[config.mk]
export PLATFORM = sky130hd
export DESIGN_NAME = regfile_mp
export DESIGN_NICKNAME = d
export VERILOG_FILES = /design/src/rtl/regfile_pkg.sv /design/src/rtl/regfile_rd_port.sv /design/src/rtl/regfile_mp.sv
export SDC_FILE = /design/constraint.sdc
export NUM_CORES = 2
export LEC_CHECK = 0
export BUFFER_PORTS_ARGS = -buffer_cell sky130_fd_sc_hd__buf_2
export CAP_MARGIN = 20
export CORE_MARGIN = 2
export CORE_UTILIZATION = 54
export CTS_BUF_LIST = sky130_fd_sc_hd__clkbuf_8 sky130_fd_sc_hd__clkbuf_16
export DETAILED_ROUTE_END_ITERATION = 16
export MAX_ROUTING_LAYER = met4
export PLACE_DENSITY = 0.7
export SYNTH_ARGS = -nofsm -noshare
export SYNTH_HDL_FRONTEND = slang
export SYNTH_SLANG_ARGS = --single-unit
export TNS_END_PERCENT = 5
[constraint.sdc]
create_clock -name clk -period 38.8 [get_ports clk]
set_clock_uncertainty 0.05 [all_clocks]
set_input_delay 5.82 -clock clk [delete_from_list [all_inputs] [get_ports clk]]
set_output_delay 5.82 -clock clk [all_outputs]
set_load 0.01 [all_outputs]
[src/rtl/regfile_pkg.sv]
// regfile_pkg: shared definitions for the multi-port register file.
// Holds the clear-engine state encoding and the hardwired-zero register address.
package regfile_pkg;

  // Sequential clear engine states
  typedef enum logic [1:0] {
    CLR_IDLE  = 2'd0,
    CLR_CLEAR = 2'd1,
    CLR_DONE  = 2'd2
  } clr_state_e;

  // Address of the architectural zero register x0
  localparam int X0_ADDR = 0;

endpackage

[src/rtl/regfile_rd_port.sv]
// regfile_rd_port: one combinational read port of the register file.
// Address x0 always reads zero. With REGFILE_BYPASS_EN defined, a write
// accepted in the same cycle to the same address is forwarded to the output.
module regfile_rd_port
  import regfile_pkg::*;
#(
  parameter int XLEN = 32,
  parameter int NREG = 32,
  parameter int AW   = $clog2(NREG)
) (
  input  logic [NREG-1:0][XLEN-1:0] regs,
  input  logic [AW-1:0]             raddr,
  output logic [XLEN-1:0]           rdata
`ifdef REGFILE_BYPASS_EN
  ,
  input  logic                      wr_en,
  input  logic [AW-1:0]             waddr,
  input  logic [XLEN-1:0]           wdata
`endif
);

  // Read mux: x0 forced to zero, optional write-through forwarding, else stored value
  always_comb begin
    rdata = {XLEN{1'b0}};
    if (raddr == AW'(X0_ADDR)) begin
      rdata = {XLEN{1'b0}};
    end
`ifdef REGFILE_BYPASS_EN
    // wr_en already excludes x0 and clear-engine activity
    else if (wr_en && (raddr == waddr)) begin
      rdata = wdata;
    end
`endif
    else begin
      rdata = regs[raddr];
    end
  end

endmodule

[src/rtl/regfile_mp.sv]
// regfile_mp: parametrised multi-read-port register file with hardwired-zero x0,
// asynchronous reset and a sequential clear engine (one register per cycle).
// Optional feature macro: REGFILE_BYPASS_EN (same-cycle write-to-read forwarding).
module regfile_mp
  import regfile_pkg::*;
#(
  parameter int XLEN = 32,
  parameter int NREG = 32,
  parameter int NRD  = 2,
  localparam int AW  = $clog2(NREG)
) (
  input  logic                clk,
  input  logic                rst,
  input  logic                we,
  input  logic [AW-1:0]       waddr,
  input  logic [XLEN-1:0]     wdata,
  output logic                wr_ready,
  input  logic [NRD*AW-1:0]   raddr,
  output logic [NRD*XLEN-1:0] rdata,
  input  logic                clr_req,
  output logic                clr_busy,
  output logic                clr_done
);

  clr_state_e state_r, state_s;
  logic [AW-1:0] ptr_r, ptr_s;
  logic clr_busy_r, clr_done_r, wr_ready_r;
  logic wr_en_s;
  logic clr_wipe_s;

  // x0 is not stored; only registers 1..NREG-1 have flops
  logic [XLEN-1:0] regs_r [NREG-1:1];
  logic [NREG-1:0][XLEN-1:0] regs_view_s;

  assign wr_ready = wr_ready_r;
  assign clr_busy = clr_busy_r;
  assign clr_done = clr_done_r;

  // A write lands only when accepted and not aimed at x0
  assign wr_en_s    = we && wr_ready_r && (waddr != AW'(X0_ADDR));
  assign clr_wipe_s = (state_r == CLR_CLEAR);

  // Clear FSM state, pointer and registered handshake outputs
  always_ff @(posedge clk or posedge rst) begin
    if (rst) begin
      state_r    <= CLR_IDLE;
      ptr_r      <= {AW{1'b0}};
      clr_busy_r <= 1'b0;
      clr_done_r <= 1'b0;
      wr_ready_r <= 1'b1;
    end else begin
      state_r    <= state_s;
      ptr_r      <= ptr_s;
      clr_busy_r <= (state_s != CLR_IDLE);
      clr_done_r <= (state_s == CLR_DONE);
      wr_ready_r <= (state_s == CLR_IDLE);
    end
  end

  // Clear FSM next state: terminal check precedes increment so ptr never wraps
  always_comb begin
    state_s = state_r;
    ptr_s   = ptr_r;
    case (state_r)
      CLR_IDLE: begin
        if (clr_req) begin
          state_s = CLR_CLEAR;
          ptr_s   = AW'(1);
        end else begin
          state_s = CLR_IDLE;
        end
      end
      CLR_CLEAR: begin
        if (ptr_r == AW'(NREG - 1)) begin
          state_s = CLR_DONE;
        end else begin
          ptr_s = ptr_r + AW'(1);
        end
      end
      CLR_DONE: begin
        state_s = CLR_IDLE;
      end
      default: begin
        state_s = CLR_IDLE;
        ptr_s   = {AW{1'b0}};
      end
    endcase
  end

  // Storage: async reset, clear engine wipes ptr, otherwise accepted writes
  always_ff @(posedge clk or posedge rst) begin
    if (rst) begin
      for (int i = 1; i < NREG; i++) begin
        regs_r[i] <= {XLEN{1'b0}};
      end
    end else begin
      for (int i = 1; i < NREG; i++) begin
        if (clr_wipe_s && (ptr_r == AW'(i))) begin
          regs_r[i] <= {XLEN{1'b0}};
        end else if (wr_en_s && (waddr == AW'(i))) begin
          regs_r[i] <= wdata;
        end else begin
          regs_r[i] <= regs_r[i];
        end
      end
    end
  end

  // Flat view for the read muxes with a constant-zero slot for x0
  always_comb begin
    regs_view_s[0] = {XLEN{1'b0}};
    for (int i = 1; i < NREG; i++) begin
      regs_view_s[i] = regs_r[i];
    end
  end

  generate
    for (genvar k = 0; k < NRD; k++) begin : g_rd
      regfile_rd_port #(
        .XLEN(XLEN),
        .NREG(NREG),
        .AW  (AW)
      ) u_rd_port (
        .regs (regs_view_s),
        .raddr(raddr[k*AW +: AW]),
        .rdata(rdata[k*XLEN +: XLEN])
`ifdef REGFILE_BYPASS_EN
        ,
        .wr_en(wr_en_s),
        .waddr(waddr),
        .wdata(wdata)
`endif
      );
    end
  endgenerate

endmodule

==> results_dict.tcl <==
set metrics [dict create \
    postRouteAntennaNets 0 \
    ys.flop_type "dfrtp_1" \
    drc 0 \
    clockRootBuffer "clkbuf_16" \
    start_util_pct 54.4 \
    grt_setup_unrepaired "false" \
    path_max_fanout 64 \
    syn_to_final_growth_pct 9.68 \
    min_to "regs_r[424]" \
    cts.clk_slew.worst_paths_ns 0.06 \
    antenna_found_initial 10 \
    htree_num_levels 3 \
    cts_hold_buf 0 \
    cpMaxStageDelayCell "buf_4" \
    slew-limit-headroom_pct 16.0 \
    powerDensity_nw_per_um2 50.3 \
    crit_path_end_kind "primary output" \
    period_share_pct 44.1 \
    synthesis.area_um2 52500 \
    max_stage_delay_ns 1.02 \
    wl_per_cell_um 34.9 \
    worstHoldPathCells 1 \
    cts_buffer_depth 3 \
    ys_types 45 \
    fin_crit_ns 17.09 \
    path_common_cell "buf_4" \
    drt_pass1_iterations 7 \
    coreArea_um2 96600 \
    tritoncts "built" \
    worst_pin_slew_ns 1.26 \
    die_w_um 316 \
    vias_per_cell 7.71 \
    cp_data_arrival_time_ns 11.22 \
    synthXorXnorAreaFrac_pct 0.0333 \
    synth_top_family_by_area "compound AO/OA/AOI/OAI gates" \
    p_comb_share_pct 19.0 \
    seq_area_frac_synth_pct 47.7 \
    required_ns 32.93 \
    power_frac_seq_pct 43.8 \
    internal-power_mw 2.03 \
    grt_pass1_wl_um 284000 \
    finalPower_mw 2.90 \
    p_switching_mw 0.870 \
    dp_hpwl_um 101000 \
    synth_warnings 0 \
    synthMuxAreaShare_pct 20.7 \
    grt_pass1_vias 42400 \
    slew_violations 0 \
    setup_tns_ns 0 \
    yosys.area_share.simple_pct 3.75 \
    min_from "regs_r[424]" \
    fp.dieArea_um2 99800 \
    final-seq-area_um2 25100 \
    status "finished clean" \
    vias 42200 \
    cts-buffers-inserted 106 \
    p_leak_nw 26.5 \
    synth_fp_nets 4357 \
    synth_edf_count 0 \
    wl_um 191000 \
    fill_cells 7712 \
    finalSetupViolCount 0 \
    finalHoldViolCount 0 \
    grt_usage_pct 39.4 \
    fin_nets 4160 \
    drive_gt1_share_pct 17.6 \
    reg2reg_from "wr_ready" \
    worstPathCellList "buf_8 -> buf_4 -> buf_4 -> buf_4 -> mux2i_1 -> o22ai_1 -> nor3_1 -> nor3_1 -> buf_2" \
    cts_resized 0 \
    timing.rr.end "regs_r[102]" \
    synthesis.instances 4300 \
    synth.avg_cell_area_um2 12.2 \
    cts_setup_buffers 0 \
    yosys.area_share.adder_pct 0.143 \
    rows 114 \
    clk_latency_ns 0.69 \
    ff2ff_setup_slack_ns 36.13 \
    ios 118 \
    cap_violations 0 \
    async_flop_share_pct 100 \
    grt_overflow 0 \
    gp_congestion 0.914 \
    swShare_pct 30.0 \
    dieHeight_um 316 \
    port_buffers 117 \
    critical_path_class "in -> out" \
    ir_drop_mv 0.0580 \
    r2r_cells 5 \
    multi_input_area_um2 25600 \
    timing.fmax_ghz 0.0585 \
    worstSetupStartpointType "primary input" \
    clock_sinks 1002 \
    yosys_register_bits 1002 \
    drt-initial-drc-count 5342 \
    grt_max_degree 171 \
    hold_class "reg -> reg" \
    power.share.clock_pct 37.2 \
    synth_compound_area_share_pct 23.0 \
]
## registers in the layout (all words and copies together) (netlist names)
signal	flops
clr_done	1
state_r	2
ptr_r	5
regs_r	992
wr_ready	1
clr_busy	1
## Yosys cell counts (2+ instances only)
library cell | count | area share [%]
a22o_1 | 992 | 17
nor3_2 | 7 | 0.13
and3b_1 | 4 | 0.067
nand3_1 | 4 | 0.038
buf_4 | 51 | 0.73
xnor2_1 | 2 | 0.033
and2_1 | 2 | 0.024
nand4b_1 | 2 | 0.033
or2_2 | 4 | 0.048
buf_2 | 103 | 0.98
mux4_2 | 126 | 5.4
inv_1 | 8 | 0.057
ha_1 | 6 | 0.14
a31oi_1 | 17 | 0.20
mux2_2 | 128 | 2.7
clkbuf_1 | 353 | 2.5
mux4_1 | 18 | 0.90
a32oi_1 | 31 | 0.52
a211oi_1 | 16 | 0.23
o22ai_1 | 260 | 3.1
nor2b_1 | 11 | 0.13
buf_1 | 16 | 0.11
nand4bb_1 | 4 | 0.086
nor3_1 | 204 | 1.9
a221o_1 | 63 | 1.2
nor4_2 | 2 | 0.048
nand2b_1 | 31 | 0.37
dfrtp_1 | 1001 | 48
a21oi_1 | 61 | 0.58
a221oi_1 | 35 | 0.58
mux2i_1 | 609 | 12
and3_1 | 2 | 0.024
nand2_1 | 69 | 0.49
o21ai_0 | 2 | 0.019
nor2_1 | 36 | 0.26
buf_6 | 11 | 0.24
## metrics by stage
| step | hold WS [ns] | cells | cell area (um^2) | util, % | worst slack [ns] |
|---|---|---|---|---|---|
| after detailed placement | 0.458 | 5267 | 53800 | 55.7 | 22.11 |
| after global routing | 0.489 | 5470 | 57600 | 59.7 | 21.76 |
| final | 0.472 | 5472 | 57600 | 59.7 | 21.71 |
| after floorplan | 0.432 | 4300 | 52500 | - | 4.74 |
| after global placement | 0.449 | 5267 | 53800 | 55.7 | 22.17 |
| after CTS | 0.474 | 5458 | 57500 | 59.5 | 22.10 |
## power groups by stage
stage	combinational, mW	sequential, mW	clock (mW)
after floorplan	0.380	1.25	0
after global placement	0.521	1.28	0
after detailed placement	0.532	1.28	0
after CTS	0.535	1.27	1.08
after global routing	0.578	1.29	1.12
final	0.551	1.27	1.08
## metal layers
metal / wire length, um / track usage [%] / up-vias
met4: 11900 / 20.9 / 0
met3: 24100 / 10.3 / 697
met2: 82600 / 55.2 / 3081
met5: 0 / - / -
li1: - / - / 16700
met1: 72500 / 52.5 / 21700
## worst max-delay path, delay by kind of cell
kind | cells | cell delay [ns]
AO/OA/AOI/OAI | 1 | 0.21
buffers and inverters | 5 | 3.70
multiplexers | 1 | 0.21
AND/OR/NAND/NOR | 2 | 1.08
## kinds of logic after synthesis
| family | count (synthesis) |
|---|---|
| AO/OA/AOI/OAI | 1481 |
| flip-flops | 1002 |
| multiplexers | 881 |
| buffers and inverters | 542 |
| AND/OR/NAND/NOR | 386 |
| adder cells (fa/ha/maj) | 6 |
| XOR/XNOR | 2 |
## layout make-up
type	instances	area share, %
diodes	10	0.0434
flip-flops and latches	1002	43.5
clock inverters	66	1.24
inverters	8	0.0652
repair buffers	229	2.75
clock buffers	125	5.12
well taps	1276	2.77
multi-input cells	2756	44.5
## worst max path at each step
stage | start | endpoint | cells past startpoint
2_1_floorplan | rst | clr_busy | 1
3_3_place_gp | raddr[0] | rdata[14] | 9
3_5_place_dp | raddr[0] | rdata[14] | 9
4_1_cts | raddr[0] | rdata[14] | 9
5_1_grt | raddr[0] | rdata[14] | 9
6_report | raddr[0] | rdata[14] | 9
## layout by cell type (no fill, tap or decap), types with 64 or more instances in the layout
cell,netlist,final
nand2_1,69,64
a22o_1,992,992
buf_2,103,111
mux2_2,128,128
mux2i_1,609,609
buf_4,51,106
clkbuf_16,0,109
mux4_2,126,126
nor3_1,204,184
o22ai_1,260,260
dfrtp_1,1001,1001
Note: power is estimated with default switching activity, not from simulation.
